$ cat config.mk
export PLATFORM = sky130hd
export DESIGN_NAME = palette_arbiter_flat
export DESIGN_NICKNAME = d
export VERILOG_FILES = /design/src/rtl/palette_arbiter_if.sv /design/src/rtl/palette_arbiter.sv /design/src/flat_wrapper.sv
export SDC_FILE = /design/constraint.sdc
export NUM_CORES = 1
export LEC_CHECK = 0
export CORE_ASPECT_RATIO = 0.6
export CORE_MARGIN = 1
export CORE_UTILIZATION = 37
export CTS_CLUSTER_DIAMETER = 50
export CTS_CLUSTER_SIZE = 12
export DETAILED_ROUTE_END_ITERATION = 10
export MAX_ROUTING_LAYER = met4
export PLACE_DENSITY_LB_ADDON = 0.3
export SYNTH_ARGS = -nofsm -noshare
export SYNTH_HDL_FRONTEND = slang
export SYNTH_SLANG_ARGS = --single-unit
$ cat constraint.sdc
create_clock -name clk -period 2.35 [get_ports clk]
set_input_delay 0.3525 -clock clk [delete_from_list [all_inputs] [get_ports clk]]
set_output_delay 0.3525 -clock clk [all_outputs]
set_load 0.02 [all_outputs]
$ cat src/rtl/palette_arbiter_if.sv
// Palette arbiter bus: render lookup, CPU $3F00-$3FFF access and palette RAM port.
// The arbiter uses the slave modport; the environment drives the master modport.
interface palette_arbiter_if;
    logic       render_valid;
    logic [4:0] render_idx;
    logic       mask_grey;
    logic       pix_valid;
    logic [5:0] pix_color;
    logic       pix_stale;

    logic       cpu_req;
    logic       cpu_wr;
    logic [4:0] cpu_addr;
    logic [7:0] cpu_wdata;
    logic       cpu_ack;
    logic [7:0] cpu_rdata;

    logic [4:0] pal_addr;
    logic       pal_wr;
    logic [7:0] pal_wdata;
    logic [7:0] pal_rdata;

    modport slave (
        input  render_valid, render_idx, mask_grey,
        output pix_valid, pix_color, pix_stale,
        input  cpu_req, cpu_wr, cpu_addr, cpu_wdata,
        output cpu_ack, cpu_rdata,
        output pal_addr, pal_wr, pal_wdata,
        input  pal_rdata
    );

    modport master (
        output render_valid, render_idx, mask_grey,
        input  pix_valid, pix_color, pix_stale,
        output cpu_req, cpu_wr, cpu_addr, cpu_wdata,
        input  cpu_ack, cpu_rdata,
        input  pal_addr, pal_wr, pal_wdata,
        output pal_rdata
    );
endinterface

$ cat src/rtl/palette_arbiter.sv
// Shares the single-port PPU palette RAM between per-dot render lookups (priority)
// and CPU $2007 accesses, with a bounded CPU wait before a forced grant.
module palette_arbiter #(
    parameter int unsigned MAX_WAIT = 8
) (
    input logic               clk,
    input logic               rst,
    palette_arbiter_if.slave  bus
);

    localparam logic [7:0] MaxWait = 8'(MAX_WAIT);

    typedef enum logic [0:0] {StIdle, StAck} state_e;

    state_e     state_q, state_d;
    logic [7:0] wait_q, wait_d;
    logic       ack_wr_q;
    logic       lookup_q;
    logic       pix_valid_q;
    logic       pix_stale_q;
    logic       grey_q;
    logic [5:0] color_q;

    logic       cpu_grant;
    logic       render_grant;
    logic [4:0] render_addr;
    logic [7:0] rdata_colour;
    logic [5:0] lookup_color;
    logic       cpu_ack;

    // Transparent pixels (pixel bits 00) all resolve to the universal backdrop entry.
    assign render_addr = (bus.render_idx[1:0] == 2'b00) ? 5'h00 : bus.render_idx;

    always_comb begin
        cpu_grant = 1'b0;
        if (state_q == StIdle) begin
            cpu_grant = bus.cpu_req && (!bus.render_valid || wait_q == MaxWait);
        end
        render_grant = bus.render_valid && !cpu_grant;

        state_d = (state_q == StIdle && cpu_grant) ? StAck : StIdle;

        if (!bus.cpu_req || cpu_grant) begin
            wait_d = 8'h00;
        end else if (state_q == StIdle && wait_q != MaxWait) begin
            wait_d = wait_q + 8'd1;
        end else begin
            wait_d = wait_q;
        end

        bus.pal_addr  = bus.cpu_addr;
        bus.pal_wr    = 1'b0;
        bus.pal_wdata = bus.cpu_wdata;
        if (cpu_grant) begin
            bus.pal_wr = bus.cpu_wr;
        end else if (render_grant) begin
            bus.pal_addr = render_addr;
        end
    end

    always_ff @(posedge clk) begin
        if (rst) begin
            state_q     <= StIdle;
            wait_q      <= 8'h00;
            ack_wr_q    <= 1'b0;
            lookup_q    <= 1'b0;
            pix_valid_q <= 1'b0;
            pix_stale_q <= 1'b0;
            grey_q      <= 1'b0;
            color_q     <= 6'h00;
        end else begin
            state_q     <= state_d;
            wait_q      <= wait_d;
            lookup_q    <= render_grant;
            pix_valid_q <= bus.render_valid;
            pix_stale_q <= bus.render_valid && cpu_grant;
            grey_q      <= bus.mask_grey;
            if (cpu_grant) begin
                ack_wr_q <= bus.cpu_wr;
            end
            // Hold the last looked-up colour for stale and idle dots.
            if (lookup_q) begin
                color_q <= lookup_color;
            end
        end
    end

    always_comb begin
        rdata_colour  = bus.pal_rdata & 8'h3F;
        lookup_color  = rdata_colour[5:0] & (grey_q ? 6'h30 : 6'h3F);
        cpu_ack       = (state_q == StAck) && !rst;
        bus.cpu_ack   = cpu_ack;
        bus.cpu_rdata = (cpu_ack && !ack_wr_q) ? rdata_colour : 8'h00;
        bus.pix_valid = pix_valid_q;
        bus.pix_stale = pix_stale_q;
        bus.pix_color = lookup_q ? lookup_color : color_q;
    end

endmodule

$ cat src/flat_wrapper.sv
// flat-port wrapper written by rule: the top's interface ports become plain ports
module palette_arbiter_flat 
#(
    parameter int unsigned MAX_WAIT = 8
)
  (clk, rst, bus_render_valid, bus_render_idx, bus_mask_grey, bus_pix_valid, bus_pix_color, bus_pix_stale, bus_cpu_req, bus_cpu_wr, bus_cpu_addr, bus_cpu_wdata, bus_cpu_ack, bus_cpu_rdata, bus_pal_addr, bus_pal_wr, bus_pal_wdata, bus_pal_rdata);
  palette_arbiter_if bus_i ();
  input logic clk;
  input logic rst;
  input wire logic [$bits(bus_i.render_valid)-1:0] bus_render_valid;
  input wire logic [$bits(bus_i.render_idx)-1:0] bus_render_idx;
  input wire logic [$bits(bus_i.mask_grey)-1:0] bus_mask_grey;
  output wire logic [$bits(bus_i.pix_valid)-1:0] bus_pix_valid;
  output wire logic [$bits(bus_i.pix_color)-1:0] bus_pix_color;
  output wire logic [$bits(bus_i.pix_stale)-1:0] bus_pix_stale;
  input wire logic [$bits(bus_i.cpu_req)-1:0] bus_cpu_req;
  input wire logic [$bits(bus_i.cpu_wr)-1:0] bus_cpu_wr;
  input wire logic [$bits(bus_i.cpu_addr)-1:0] bus_cpu_addr;
  input wire logic [$bits(bus_i.cpu_wdata)-1:0] bus_cpu_wdata;
  output wire logic [$bits(bus_i.cpu_ack)-1:0] bus_cpu_ack;
  output wire logic [$bits(bus_i.cpu_rdata)-1:0] bus_cpu_rdata;
  output wire logic [$bits(bus_i.pal_addr)-1:0] bus_pal_addr;
  output wire logic [$bits(bus_i.pal_wr)-1:0] bus_pal_wr;
  output wire logic [$bits(bus_i.pal_wdata)-1:0] bus_pal_wdata;
  input wire logic [$bits(bus_i.pal_rdata)-1:0] bus_pal_rdata;
  assign bus_i.render_valid = bus_render_valid;
  assign bus_i.render_idx = bus_render_idx;
  assign bus_i.mask_grey = bus_mask_grey;
  assign bus_pix_valid = bus_i.pix_valid;
  assign bus_pix_color = bus_i.pix_color;
  assign bus_pix_stale = bus_i.pix_stale;
  assign bus_i.cpu_req = bus_cpu_req;
  assign bus_i.cpu_wr = bus_cpu_wr;
  assign bus_i.cpu_addr = bus_cpu_addr;
  assign bus_i.cpu_wdata = bus_cpu_wdata;
  assign bus_cpu_ack = bus_i.cpu_ack;
  assign bus_cpu_rdata = bus_i.cpu_rdata;
  assign bus_pal_addr = bus_i.pal_addr;
  assign bus_pal_wr = bus_i.pal_wr;
  assign bus_pal_wdata = bus_i.pal_wdata;
  assign bus_i.pal_rdata = bus_pal_rdata;
  palette_arbiter #(.MAX_WAIT(MAX_WAIT)) u_core (.clk(clk), .rst(rst), .bus(bus_i));
endmodule
-- After elaboration in Yosys (flattened, before gate mapping)
Cells that the tools add are included.
- input port bits: 32
- register bits after elaboration: 20
- output and inout port bits: 31
- logic and storage cells: 38
- add/subtract/negate cells: 1
- equal/unequal tests: 2
- bitwise operators: 2
- reductions and logical operators: 16
- muxes and demuxes: 9
- operators with widths (kind ; number):
    2-to-1 mux 5 bit ; 3
    2-to-1 mux 6 bit ; 2
    adder 8 x 1 -> 8 bit (second input constant) ; 1
    equality test 8 x 4 -> 1 bit (second input constant) ; 1
    inequality test 8 x 4 -> 1 bit (second input constant) ; 1
    logical AND 1 bit ; 7
    bitwise AND 6 bit ; 1
    logical NOT 1 bit ; 5
    2-to-1 mux 4 bit ; 1
    2-to-1 mux 1 bit ; 3
    logical NOT 2 bit ; 1
    logical OR 1 bit ; 2
    OR reduction 2 bit ; 1
    inverter 1 bit ; 1

-- Longest topological paths before layout
- depth in word-level cells: 8
- gate-level depth with buffers: 6
- mapped depth without buffers: 6

-- Worst setup path after synthesis
OpenSTA, ideal clock, no wires.
- path type: flip-flop to output port
- from: register u_core.wait_q[0]
- to: output bus_pal_addr[2]
- arrival: 1.545 ns
- required time: 1.997 ns
- stages on the path, launching flop included: 6
- slack: 0.452 ns
- buffers on the path: 0
- cells stage by stage: dfxtp_1 -> inv_1 -> ha_1 -> nor4bb_4 -> a31oi_2 -> mux2i_1
- word-level cells in the longest chain between the ends: 8
- RTL lines (item ; RTL line ; text):
    start, declared ; palette_arbiter.sv:16 ; logic [7:0] wait_q, wait_d;
    start signal, assigned ; palette_arbiter.sv:73 ; wait_q <= wait_d;
    equality test 8 x 4 -> 1 bit (*) ; palette_arbiter.sv:37 ; cpu_grant = bus.cpu_req && (!bus.render_valid || wait_q == MaxWait);
    logical OR 1 bit (*) ; palette_arbiter.sv:37 ;
    logical AND 1 bit (*) ; palette_arbiter.sv:37 ;
    2-to-1 mux 1 bit (*) ; palette_arbiter.sv:36 ; if (state_q == StIdle) begin
    logical NOT 1 bit ; palette_arbiter.sv:39 ; render_grant = bus.render_valid && !cpu_grant;
    logical AND 1 bit ; palette_arbiter.sv:39 ;
    2-to-1 mux 5 bit ; palette_arbiter.sv:56 ; end else if (render_grant) begin
    2-to-1 mux 5 bit (*) ; palette_arbiter.sv:54 ; if (cpu_grant) begin
    end, declared ; flat_wrapper.sv:22 ; output wire logic [$bits(bus_i.pal_addr)-1:0] bus_pal_addr;
Every way passes the cells marked *; elsewhere a longest branch is shown, timed or not.

-- Worst setup path in the final report
- from: input rst
- to: output bus_cpu_rdata[5]
- word-level cells in the longest chain between the ends: 4
- RTL lines (item ; RTL line ; text):
    start, declared ; flat_wrapper.sv:9 ; input logic rst;
    logical NOT 1 bit ; palette_arbiter.sv:91 ; cpu_ack = (state_q == StAck) && !rst;
    logical AND 1 bit ; palette_arbiter.sv:91 ;
    logical AND 1 bit ; palette_arbiter.sv:93 ; bus.cpu_rdata = (cpu_ack && !ack_wr_q) ? rdata_colour : 8'h00;
    2-to-1 mux 6 bit ; palette_arbiter.sv:93 ;
    end, declared ; flat_wrapper.sv:21 ; output wire logic [$bits(bus_i.cpu_rdata)-1:0] bus_cpu_rdata;
No other way between the ends.

==> out/metrics.yaml <==
min_path:
  min-delay-start: "u_core.ack_wr_q$_SDFFE_PP0P_"
  whs_path_depth: 2
  hold_class: "flip-flop to flip-flop"
  hold-path-endpoint: "u_core.ack_wr_q$_SDFFE_PP0P_"
cts:
  cts_tree: "yes"
  clk-insertion-delay-late_ns: 0.25
  clock_sinks: 20
  cts_buffers: 3
  cts-htree-levels: 1
  hold_buffers: 0
  cts_root_buf: "clkbuf_8"
  post-cts-setup-buffer-count: 0
  cts_buffer_depth: 2
  clkTransAtPathRegs_ns: 0.07
synthesis:
  yosysTopAreaCellShare: 0.371
  synth.area.top_cells: "dfxtp_1 37%, buf_4 7.0%, nor2b_1 5.2%"
  ys_types: 29
  synth-seq-area-share: 0.371
  syn_area_um2: 1080
  synth_edf_count: 0
  synth-seq-cells: 20
  syn-instance-count: 128
  ys.flop_type: "dfxtp_1"
  synth_top_area_cell: "dfxtp_1"
  synth_area_per_cell_um2: 8.44
  synth_async_sr_flop_share: 0
  synth_warnings: 0
grt:
  grt_pass1_vias: 945
  grt_overflow: 0
  grt_antenna_before_repair: 0
  grt_max_degree: 13
  grt_pass1_wl_mm: 4.34
  grt_util_all_layers: 0.191
final_layout:
  final_common_cell: "clkdlybuf4s50_1"
  fill_cells: 229
  layout_common_cells: "32 x clkdlybuf4s50_1, 20 x dfxtp_1, 14 x buf_4, 13 x inv_1"
  instances_no_fill: 207
  insertedDiodeCount: 0
  drive_gt1_frac: 0.154
  area_growth_pct: 48.1
  fin_nets: 211
  final_area_um2: 1600
timing:
  tightest_slew_ns: 0.545
  setup_viol: 0
  skew_ns: 0.00163
  slew_viol_final: 0
  fin_crit_sh: 0.968
  timing.slew.headroom: 0.637
  hold_viol_final: 0
  grt_setup_unrepaired: "false"
  setup_tns_ns: 0
  period_needed_ns: 2.28
  fmax_mhz: 439
drt:
  met2_length_mm: 1.18
  topRoutingLayerUsed: "met4"
  wl_met3_um: 104
  wl_per_cell_um: 12.9
  drt_iter0_drc: 38
  drtPass1Iterations: 4
  vias_per_cell: 4.96
  via_count: 1027
  antenna_left: 0
  wirelength_mm: 2.66
  wl_met1_mm: 1.33
  route.detailed.drc: 0
pwr:
  seq_power_share: 0.484
  ir_drop_mv: 0.260
  fin_total_pwr_uw: 734
  leakagePower_uw: 0.000716
  comb_power_share: 0.220
  p_clk_frac: 0.296
  p_per_area_nw_per_um2: 459
  internal_power_uw: 551
  switching_share: 0.249
  switchingPower_uw: 183
critical_path:
  cp_num_buf_inv: 3
  required_ns: 2.00
  path_cells: "clkdlybuf4s50_1 -> nor2b_1 -> nor2b_1 -> buf_4 -> and2_1 -> clkdlybuf4s50_1"
  reg2reg_from: "u_core.wait_q[0]$_SDFFE_PP0P_"
  worst-r2r-cell-count: 8
  cp-end-kind: "output port"
  cp_max_fo: 6
  cpMaxStageDelayCell: "clkdlybuf4s50_1"
  critPathTopFamily: "buffers and inverters"
  rrSetupSlack_ns: 0.46
  rr_endpoint: "u_core.wait_q[4]$_SDFFE_PP0P_"
  start_kind: "input port"
  worstPathArrival_ns: 1.92
  crit_type: "input port to output port"
  slowest_delay_ns: 0.60
floorplan:
  core_um2: 2630
  ioPinCount: 63
  die_x_um: 71.7
  dieArea_um2: 3150
  initial_core_util: 0.411
  num_rows: 14
  dieHeight_um: 43.8
outcome:
  status: "complete, no violations"
place:
  dp.cells: 204
  placed_area_um2: 1560
  gp_congestion: 0.798
  portBuffers: 42
  hpwl_mm: 2.20
run:
  max_cap_viol_count: 0
-- cells in the mapped netlist, types with 2 or more instances --
master    count
nor3_1        4
nor2b_1       9
mux2_2        4
o22ai_1       4
or4_1         2
a31oi_1       2
nand2_1       9
o21ai_0       4
nor2_1        5
nand3b_1      2
dfxtp_1      20
clkbuf_1      3
a21oi_1       6
and2_1        6
buf_4        10
nand2b_1      4
nand3_1       5
inv_1        13
xnor2_1       3
mux2i_1       3
ha_1          2
-- per-layer routing --
metal,GRT usage,up-vias
li1,-,511
met1,0.246,487
met2,0.281,23
met3,0.0581,6
met4,0.0745,0
met5,-,-
-- state kept, by name (all words and copies together) (netlist names) --
signal                count
u_core.ack_wr_q           1
u_core.bus.pix_stale      1
u_core.bus.pix_valid      1
u_core.color_q            6
u_core.grey_q             1
u_core.lookup_q           1
u_core.state_q            1
u_core.wait_q             8
-- worst reg2reg max path, stage by stage, from the launching register on --
cell      delay (ns)
dfxtp_1         0.33
inv_1           0.04
ha_1            0.20
nor4bb_4        0.16
buf_4           0.15
a21o_1          0.16
buf_4           0.15
or4_1           0.47
a31oi_1         0.16
-- worst max path at each step --
stage	startpoint	to	slack, ns	cells after the start
global route	rst	bus_cpu_rdata[3]	0.006	6
floorplan	u_core.wait_q[0]$_SDFFE_PP0P_	bus_pal_addr[2]	0.45	5
global placement	bus_cpu_req	bus_pal_addr[0]	-0.08	7
CTS	u_core.wait_q[0]$_SDFFE_PP0P_	bus_pal_addr[1]	0.01	7
detailed placement	bus_cpu_req	bus_pal_addr[0]	-0.14	7
finish	rst	bus_cpu_rdata[5]	0.07	6
-- cell type report --
type                    instances  area (um^2)  area share
multi-input cells              83          548       0.343
clock buffers                   3         41.3      0.0258
well taps                      32         40.0      0.0250
repair buffers                 56          520       0.326
inverters                      13         48.8      0.0305
flip-flops and latches         20          400       0.250
-- power groups by stage --
stage,Clock (uW),Combinational [uW],Sequential (uW)
6_report,217,161,356
5_1_grt,240,173,357
4_1_cts,224,163,356
3_5_place_dp,0,168,363
3_3_place_gp,0,164,363
2_1_floorplan,0,94.2,362
-- stage by stage --
| step | util | setup WS (ns) | hold WS (ns) |
|---|---|---|---|
| 2_1_floorplan | - | 0.452 | 0.455 |
| 3_3_place_gp | 0.595 | -0.0840 | 0.474 |
| 3_5_place_dp | 0.595 | -0.142 | 0.490 |
| 4_1_cts | 0.608 | 0.0112 | 0.507 |
| 5_1_grt | 0.609 | 0.00568 | 0.522 |
| 6_report | 0.609 | 0.0746 | 0.510 |
-- what timing repair did --
action | in CTS | in global routing
pin swaps | 0 | 1
gates resized for setup | 7 | 7
endpoints found under the setup margin | 6 | 8
hold endpoints to repair | 0 | 0
-- cell families (layout without fill, tap and decap cells) --
kind of cell	Yosys count	in the layout	share of synthesized area
simple gates	49	49	0.270
buf+inv	26	72	0.125
compound gates	20	20	0.114
flops	20	20	0.371
mux	7	7	0.0695
xor+xnor	3	3	0.0243
fa+ha+maj	2	2	0.0232
other cells	1	2	0.00347
Power figures use the tool's default switching activity.
